$ cat src/rtl/noc_flit_pkg.sv
// Shared flit definitions for the NoC node endpoints: type encodings, per-VC
// framing states and field-extraction helpers parameterized by the mesh field width R.
package noc_flit_pkg;

  localparam int MSG_BITS = 12;
  localparam int FLIT_MAX = 64;

  localparam logic [1:0] ID_ILLEGAL = 2'b00;
  localparam logic [1:0] ID_HEAD    = 2'b01;
  localparam logic [1:0] ID_BODY    = 2'b10;
  localparam logic [1:0] ID_TAIL    = 2'b11;

  typedef enum logic [1:0] {
    ILLEGAL = ID_ILLEGAL,
    HEAD    = ID_HEAD,
    BODY    = ID_BODY,
    TAIL    = ID_TAIL
  } flit_type_e;

  typedef enum logic {
    IDLE,
    IN_PKT
  } vc_state_e;

  // Flits of any width up to FLIT_MAX are zero-extended into this container.
  typedef logic [FLIT_MAX-1:0] flit_word_t;

  function automatic int isqrt(input int n);
    int s;
    s = 0;
    for (int i = 0; i <= n; i++) begin
      if (i * i <= n) s = i;
    end
    return s;
  endfunction

  function automatic logic [31:0] get_field(input flit_word_t f, input int lsb, input int r);
    flit_word_t mask;
    mask = (flit_word_t'(1) << r) - flit_word_t'(1);
    return 32'((f >> lsb) & mask);
  endfunction

  function automatic flit_type_e get_type(input flit_word_t f, input int dw, input int id_bits);
    return flit_type_e'(2'(f >> (dw - id_bits)));
  endfunction

  // Node index is row-major: DIM*Y + X.
  function automatic logic [31:0] get_src(input flit_word_t f, input int r, input int dim);
    return 32'(dim) * get_field(f, 2 * r, r) + get_field(f, 3 * r, r);
  endfunction

  function automatic logic [31:0] get_dst(input flit_word_t f, input int r, input int dim);
    return 32'(dim) * get_field(f, r, r) + get_field(f, 0, r);
  endfunction

  function automatic logic [MSG_BITS-1:0] get_msg(input flit_word_t f, input int r);
    return MSG_BITS'(f >> (4 * r));
  endfunction

endpackage

$ cat src/rtl/sink_desc_fifo.sv
// Generic synchronous first-word-fall-through FIFO with registered full/empty flags.
module sink_desc_fifo #(
  parameter int WIDTH = 8,
  parameter int DEPTH = 8
) (
  input  logic                       clk,
  input  logic                       rst,
  input  logic                       push,
  input  logic [WIDTH-1:0]           push_data,
  input  logic                       pop,
  output logic [WIDTH-1:0]           pop_data,
  output logic                       full,
  output logic                       empty,
  output logic [$clog2(DEPTH):0]     count
);

  localparam int AW = $clog2(DEPTH);

  logic [WIDTH-1:0] mem [DEPTH];
  logic [AW-1:0]    wr_ptr, rd_ptr;
  logic [AW:0]      count_q, count_d;
  logic             full_q, empty_q;
  logic             do_push, do_pop;

  assign do_push  = push & !full_q;
  assign do_pop   = pop & !empty_q;
  assign pop_data = mem[rd_ptr];
  assign full     = full_q;
  assign empty    = empty_q;
  assign count    = count_q;

  always_comb begin
    case ({do_push, do_pop})
      2'b10:   count_d = count_q + 1'b1;
      2'b01:   count_d = count_q - 1'b1;
      default: count_d = count_q;
    endcase
  end

  // NOTE: state registers use non-blocking assignments so every flop samples pre-edge values.
  always_ff @(posedge clk) begin
    if (rst) begin
      wr_ptr  <= '0;
      rd_ptr  <= '0;
      count_q <= '0;
      full_q  <= 1'b0;
      empty_q <= 1'b1;
    end else begin
      if (do_push) wr_ptr <= wr_ptr + 1'b1;
      if (do_pop)  rd_ptr <= rd_ptr + 1'b1;
      count_q <= count_d;
      full_q  <= (count_d == (AW + 1)'(DEPTH));
      empty_q <= (count_d == '0);
    end
  end

  // NOTE: storage is deliberately not reset; empty_q guards every read of stale entries.
  always_ff @(posedge clk) begin
    if (do_push) mem[wr_ptr] <= push_data;
  end

endmodule

$ cat src/rtl/node_packet_sink.sv
// NoC ejection endpoint: per-VC head/body/tail framing, packet/flit/error counters and a
// descriptor queue. Define SINK_DEST_CHECK_EN to reject heads not addressed to NODE_ID.
module node_packet_sink
  import noc_flit_pkg::*;
#(
  parameter int N                = 16,
  parameter int NODE_ID          = 0,
  parameter int DATA_WIDTH       = 32,
  parameter int VC               = 4,
  parameter int IDENTIFIER_BITS  = 2,
  parameter int FLITS_PER_PACKET = 16,
  parameter int DESC_DEPTH       = 8,
  parameter int CYCLE_WIDTH      = 32
) (
  input  logic                                clk,
  input  logic                                rst,
  input  logic [DATA_WIDTH-1:0]               data_in,
  input  logic                                valid_in,
  output logic                                ready_in,
  input  logic [$clog2(VC)-1:0]               vc_sel,
  output logic                                desc_valid,
  input  logic                                desc_ready,
  output logic [$clog2(VC)-1:0]               desc_vc,
  output logic [$clog2(N)-1:0]                desc_src,
  output logic [MSG_BITS-1:0]                 desc_msg,
  output logic [$clog2(FLITS_PER_PACKET):0]   desc_len,
  output logic [CYCLE_WIDTH-1:0]              desc_time,
  output logic [31:0]                         pkt_count,
  output logic [31:0]                         flit_count,
  output logic [31:0]                         err_count,
  output logic [VC-1:0]                       err_vc
);

  localparam int DIM  = isqrt(N);
  localparam int R    = $clog2(DIM);
  localparam int VCW  = $clog2(VC);
  localparam int SRCW = $clog2(N);
  localparam int LENW = $clog2(FLITS_PER_PACKET) + 1;

  typedef struct packed {
    logic [VCW-1:0]         vc;
    logic [SRCW-1:0]        src;
    logic [MSG_BITS-1:0]    msg;
    logic [LENW-1:0]        len;
    logic [CYCLE_WIDTH-1:0] stamp;
  } desc_t;

  vc_state_e             state_q [VC];
  vc_state_e             state_d [VC];
  logic [LENW-1:0]       len_q   [VC];
  logic [LENW-1:0]       len_d   [VC];
  logic [SRCW-1:0]       src_q   [VC];
  logic [SRCW-1:0]       src_d   [VC];
  logic [MSG_BITS-1:0]   msg_q   [VC];
  logic [MSG_BITS-1:0]   msg_d   [VC];

  flit_type_e            ftype;
  logic [SRCW-1:0]       flit_src;
  logic [MSG_BITS-1:0]   flit_msg;
  logic                  dest_ok;
  logic                  accept, push, err;
  logic                  fifo_full, fifo_empty;
  logic [CYCLE_WIDTH-1:0] cycle_cnt;
  desc_t                 push_desc, pop_desc;

  assign ready_in = !fifo_full;
  assign accept   = valid_in & ready_in;

  assign ftype    = get_type(flit_word_t'(data_in), DATA_WIDTH, IDENTIFIER_BITS);
  assign flit_src = SRCW'(get_src(flit_word_t'(data_in), R, DIM));
  assign flit_msg = get_msg(flit_word_t'(data_in), R);

`ifdef SINK_DEST_CHECK_EN
  assign dest_ok = (get_dst(flit_word_t'(data_in), R, DIM) == 32'(NODE_ID));
`else
  assign dest_ok = 1'b1;
`endif

  // NOTE: every combinational output gets a default first so no path can infer a latch.
  always_comb begin
    state_d = state_q;
    len_d   = len_q;
    src_d   = src_q;
    msg_d   = msg_q;
    push    = 1'b0;
    err     = 1'b0;
    if (accept) begin
      case (ftype)
        HEAD: begin
          if (!dest_ok) begin
            err              = 1'b1;
            state_d[vc_sel]  = IDLE;
          end else begin
            // A head inside a packet abandons the old one and restarts framing.
            err              = (state_q[vc_sel] == IN_PKT);
            state_d[vc_sel]  = IN_PKT;
            len_d[vc_sel]    = LENW'(1);
            src_d[vc_sel]    = flit_src;
            msg_d[vc_sel]    = flit_msg;
          end
        end
        BODY: begin
          if (state_q[vc_sel] == IDLE) begin
            err = 1'b1;
          end else if (len_q[vc_sel] == LENW'(FLITS_PER_PACKET)) begin
            err             = 1'b1;
            state_d[vc_sel] = IDLE;
          end else begin
            len_d[vc_sel]   = len_q[vc_sel] + LENW'(1);
          end
        end
        TAIL: begin
          if (state_q[vc_sel] == IDLE) begin
            err = 1'b1;
          end else if (len_q[vc_sel] == LENW'(FLITS_PER_PACKET)) begin
            err             = 1'b1;
            state_d[vc_sel] = IDLE;
          end else begin
            push            = 1'b1;
            state_d[vc_sel] = IDLE;
          end
        end
        default: err = 1'b1;
      endcase
    end
  end

  always_ff @(posedge clk) begin
    if (rst) begin
      for (int i = 0; i < VC; i++) begin
        state_q[i] <= IDLE;
        len_q[i]   <= '0;
        src_q[i]   <= '0;
        msg_q[i]   <= '0;
      end
    end else begin
      state_q <= state_d;
      len_q   <= len_d;
      src_q   <= src_d;
      msg_q   <= msg_d;
    end
  end

  always_ff @(posedge clk) begin
    if (rst) begin
      cycle_cnt  <= '0;
      pkt_count  <= '0;
      flit_count <= '0;
      err_count  <= '0;
      err_vc     <= '0;
    end else begin
      cycle_cnt <= cycle_cnt + 1'b1;
      if (push)   pkt_count  <= pkt_count + 32'd1;
      if (accept) flit_count <= flit_count + 32'd1;
      if (err) begin
        err_count      <= err_count + 32'd1;
        err_vc[vc_sel] <= 1'b1;
      end
    end
  end

  assign push_desc = '{
    vc:    vc_sel,
    src:   src_q[vc_sel],
    msg:   msg_q[vc_sel],
    len:   len_q[vc_sel] + LENW'(1),
    stamp: cycle_cnt
  };

  sink_desc_fifo #(
    .WIDTH ($bits(desc_t)),
    .DEPTH (DESC_DEPTH)
  ) u_desc_fifo (
    .clk       (clk),
    .rst       (rst),
    .push      (push),
    .push_data (push_desc),
    .pop       (desc_ready),
    .pop_data  (pop_desc),
    .full      (fifo_full),
    .empty     (fifo_empty),
    .count     ()
  );

  assign desc_valid = !fifo_empty;
  assign desc_vc    = pop_desc.vc;
  assign desc_src   = pop_desc.src;
  assign desc_msg   = pop_desc.msg;
  assign desc_len   = pop_desc.len;
  assign desc_time  = pop_desc.stamp;

endmodule
$ cat config.mk
export PLATFORM = sky130hd
export DESIGN_NAME = node_packet_sink
export DESIGN_NICKNAME = d
export VERILOG_FILES = /design/src/rtl/noc_flit_pkg.sv /design/src/rtl/sink_desc_fifo.sv /design/src/rtl/node_packet_sink.sv
export SDC_FILE = /design/constraint.sdc
export NUM_CORES = 1
export LEC_CHECK = 0
export ABC_AREA = 1
export CORE_MARGIN = 8
export CORE_UTILIZATION = 59
export DETAILED_ROUTE_END_ITERATION = 8
export PLACE_DENSITY = 0.91
export SKIP_CTS_REPAIR_TIMING = 1
export SLEW_MARGIN = 5
export SYNTH_ARGS = -nofsm -noshare
export SYNTH_HDL_FRONTEND = slang
export SYNTH_SLANG_ARGS = --single-unit
$ cat constraint.sdc
create_clock -name clk -period 10.2 [get_ports clk]
set_input_delay 2.04 -clock clk [delete_from_list [all_inputs] [get_ports clk]]
set_output_delay 2.04 -clock clk [all_outputs]
set_load 0.005 [all_outputs]
==> reports/metrics.csv <==
metric,value,unit
gpl congestion,0.9424,
max cap viols,0,
CTS tree,built,
CP peak stage delay,0.99,ns
layout cell share with drive strength beyond 1,0.05456,
Layout area overhead,15.35,%
Seq cells post-synth,675,
row cnt,81,
Setup Skew,0.02874,ns
Nets,3220,
cell family with most CP delay,buffers and inverters,
initial antenna violation count,2,
Pint,4712,uW
Die Area,56420,um2
fill count,3359,
Yosys cell types,45,
kind of critical path,input pin to flop,
Final HPWL DP,41.08,mm
status,"finished, final reports clean",
# DRC,0,
GRT Total Usage,0.2466,
grt ovf,0,
leak pwr,0.01154,uW
data arrival time of the critical path,7.30,ns
Die W,237.5,um
Slew HR,0.1462,
I/O pin total,195,
Clock Power Share,0.401,
worst endpoint required time,10.41,ns
CP Launch Type,input pin,
CTS sink count,675,
CTS buffer count,67,
clk slew on worst S/H paths,0.06,ns
sequential area share after synthesis,0.6188,
Routed WL,72.67,mm
Seq pwr share,0.467,
chip height,237.5,um
CORE AREA,48650,um2
via count,23101,
initial core utilization,0.5952,
max-slew violation count,0,
Final ANT Viol Nets,0,
top_reg_cell synth,edfxtp_1,
fraction of registers with async set or reset after synthesis,0,
Worst VDD drop,0.1103,mV
period utilization,0.6949,
worst hold slack,0.4581,ns
vias in the first global route,22001,
Psw,1618,uW
Synth Area per Inst,9.475,um2
drt via density,6.002,
Root Buffer Master,clkbuf_16,
TNS Setup,0,ns
Pre-antenna DRT Iters,8,
Worst Path Buf+Inv,7,
P per Cell Area,189.5,nW/um2
Final setup viols,0,
largest net degree at the start of global routing,143,
CTS Buffer Depth,3,
Post-Syn Area,28960,um2
post-synth net total,3105,
yosys synthesis warning count,0,
Fmax achieved,141.1,MHz
cell count after synthesis,3056,
unrepaired setup endpoints after global routing,false,
H-tree levels,3,
minimum clock period,7.088,ns
CP endpoint kind,flop,
crit path cell chain,clkdlybuf4s50_1 -> nand2_2 -> inv_1 -> buf_4 -> a22oi_1 -> nand2_1 -> inv_1 -> ha_1 -> inv_1 -> nor2_1 -> nand2_2 -> nand2_2 -> inv_2 -> nand3_1 -> nor2_4 -> buf_4,
Iter 0 DRT Violations,2718,
insertion delay to the later sink of the worst-skew pair,0.61,ns
worst slew pin tran,1.281,ns
HP Class,flop to flop,
Crit Path Max Fanout,41,
Logic pwr share,0.131,
"Hold Violations, Final",0,
Sw Ratio,0.2556,
CP max stage cell,clkdlybuf4s50_1,
Wirelength per Cell,18.88,um
first-pass GRT wire length,113.6,mm
Post-synth EDFFs,440,
PortBufs,180,
## metrics by stage
stage / total power (uW) / cells / util / area [um2] / worst slack, ns
floorplan: 3504 / 3056 / - / 28960 / 2.387
global placement: 3804 / 3724 / 0.6394 / 31100 / 2.693
detailed placement: 3831 / 3724 / 0.6394 / 31100 / 2.574
CTS: 6347 / 3848 / 0.6865 / 33400 / 3.187
global route: 6544 / 3848 / 0.6865 / 33400 / 2.777
finish: 6330 / 3849 / 0.6866 / 33400 / 3.112
## power groups by stage
| stage | registers, uW | clock network, uW | logic, uW |
|---|---|---|---|
| after global routing | 2960 | 2670 | 911 |
| after CTS | 2960 | 2560 | 831 |
| after detailed placement | 3020 | 0 | 814 |
| final | 2960 | 2540 | 832 |
| after floorplan | 2980 | 0 | 519 |
| after global placement | 3020 | 0 | 788 |
## area by class of cell
type,instances,area [um2],area share
Inverter,193,732.0,0.02191
Antenna cell,1,2.502,0.00007492
Timing Repair Buffer,204,1979,0.05926
Multi-Input combinational cell,2030,9688,0.2901
Tap cell,622,778.2,0.02330
Clock buffer,87,1813,0.05428
Clock inverter,37,483.0,0.01446
Sequential cell,675,17920,0.5367
## metal layers
metal,vias to the layer above,routed length [um],GRT usage
met4,2,2204,0.09249
met2,1278,35570,0.4208
li1,10731,-,-
met1,10881,28090,0.3087
met3,209,6785,0.05038
met5,-,13,0
## worst paths after layout
check	start	endpoint	slack, ns	cells past startpoint
max	vc_sel[0]	u_desc_fifo.mem[2][54]	3.11	16
min	msg_q[9]	msg_q[9]	0.46	2
max reg2reg	len_q[0]	u_desc_fifo.mem[2][54]	6.06	14
min reg2reg	msg_q[9]	msg_q[9]	0.46	2
## cell usage after synthesis (2+ instances only)
master / number / share of area
nand4_1: 29 / 0.0063
nor3_1: 57 / 0.0099
dfxtp_1: 235 / 0.16
a31oi_1: 56 / 0.012
a21oi_1: 183 / 0.032
nand2_4: 2 / 0.00078
clkinv_1: 2 / 0.00026
nor3b_1: 2 / 0.00052
a211oi_1: 2 / 0.00052
nor2_4: 2 / 0.00078
clkbuf_1: 120 / 0.016
nand3b_1: 16 / 0.0041
buf_6: 7 / 0.0027
xnor2_1: 23 / 0.0070
o221ai_1: 16 / 0.0048
buf_4: 3 / 0.00078
edfxtp_1: 440 / 0.46
nor2_2: 3 / 0.00065
nor4_2: 2 / 0.00086
or2_0: 2 / 0.00043
buf_2: 19 / 0.0033
a22oi_1: 17 / 0.0044
o21ai_0: 281 / 0.049
xor2_1: 38 / 0.011
buf_1: 9 / 0.0012
o22ai_1: 55 / 0.012
nand3_1: 156 / 0.027
or2_2: 4 / 0.00086
nor2_1: 596 / 0.077
nand2_2: 7 / 0.0015
inv_1: 187 / 0.024
nand2_1: 453 / 0.059
o21a_1: 2 / 0.00052
ha_1: 11 / 0.0048
nand3_4: 3 / 0.0018
inv_2: 4 / 0.00052
nor4_1: 4 / 0.00086
## layout by cell type (no fill, tap or decap), drive strengths merged
cell type and count:
a211oi 2, a21oi 183, a22oi 17, a31oi 56
and3b 1, buf 25, bufinv 8, clkbuf 87
clkdlybuf4s50 179, clkinv 24, clkinvlp 5, dfxtp 235
diode 1, edfxtp 440, ha 11, inv 193
mux2i 1, nand2 462, nand3 160, nand3b 16
nand4 29, nor2 601, nor3 59, nor3b 2
nor4 6, o21a 2, o21ai 282, o221a 1
o221ai 16, o22ai 55, o31ai 1, or2 6
xnor2 23, xor2 38
## worst reg2reg max path: stages (launching register included)
cell and delay (ns):
dfxtp_1 0.37, inv_1 0.06, nor2_1 0.09, a21oi_1 0.06, nand2_1 0.19, inv_1 0.17, ha_1 0.23, inv_1 0.05
nor2_1 0.04, nand2_2 0.10, nand2_2 0.08, inv_2 0.46, nand3_1 0.51, nor2_4 0.61, buf_4 0.70
## cells by family after synthesis
kind of cell               Yosys count  share of synthesized area
buffers and inverters              351                    0.04853
and+or+nand+nor                   1342                     0.1938
xor gates and xnor gates            61                    0.01845
muxes                                1                  0.0003457
DFF                                675                     0.6188
adders and majority gates           11                   0.004753
AOI/OAI and AO/OA                  615                     0.1153
## sequential cells by signal, indices dropped and copies added (netlist names), 4 cells and up, named ones only
signal             count
err_vc                 4
pkt_count             32
len_q                 20
u_desc_fifo.count      4
flit_count            32
msg_q                 48
cycle_cnt             32
src_q                 16
err_count             32
u_desc_fifo.mem      440
(Power assumes the default switching activity.)
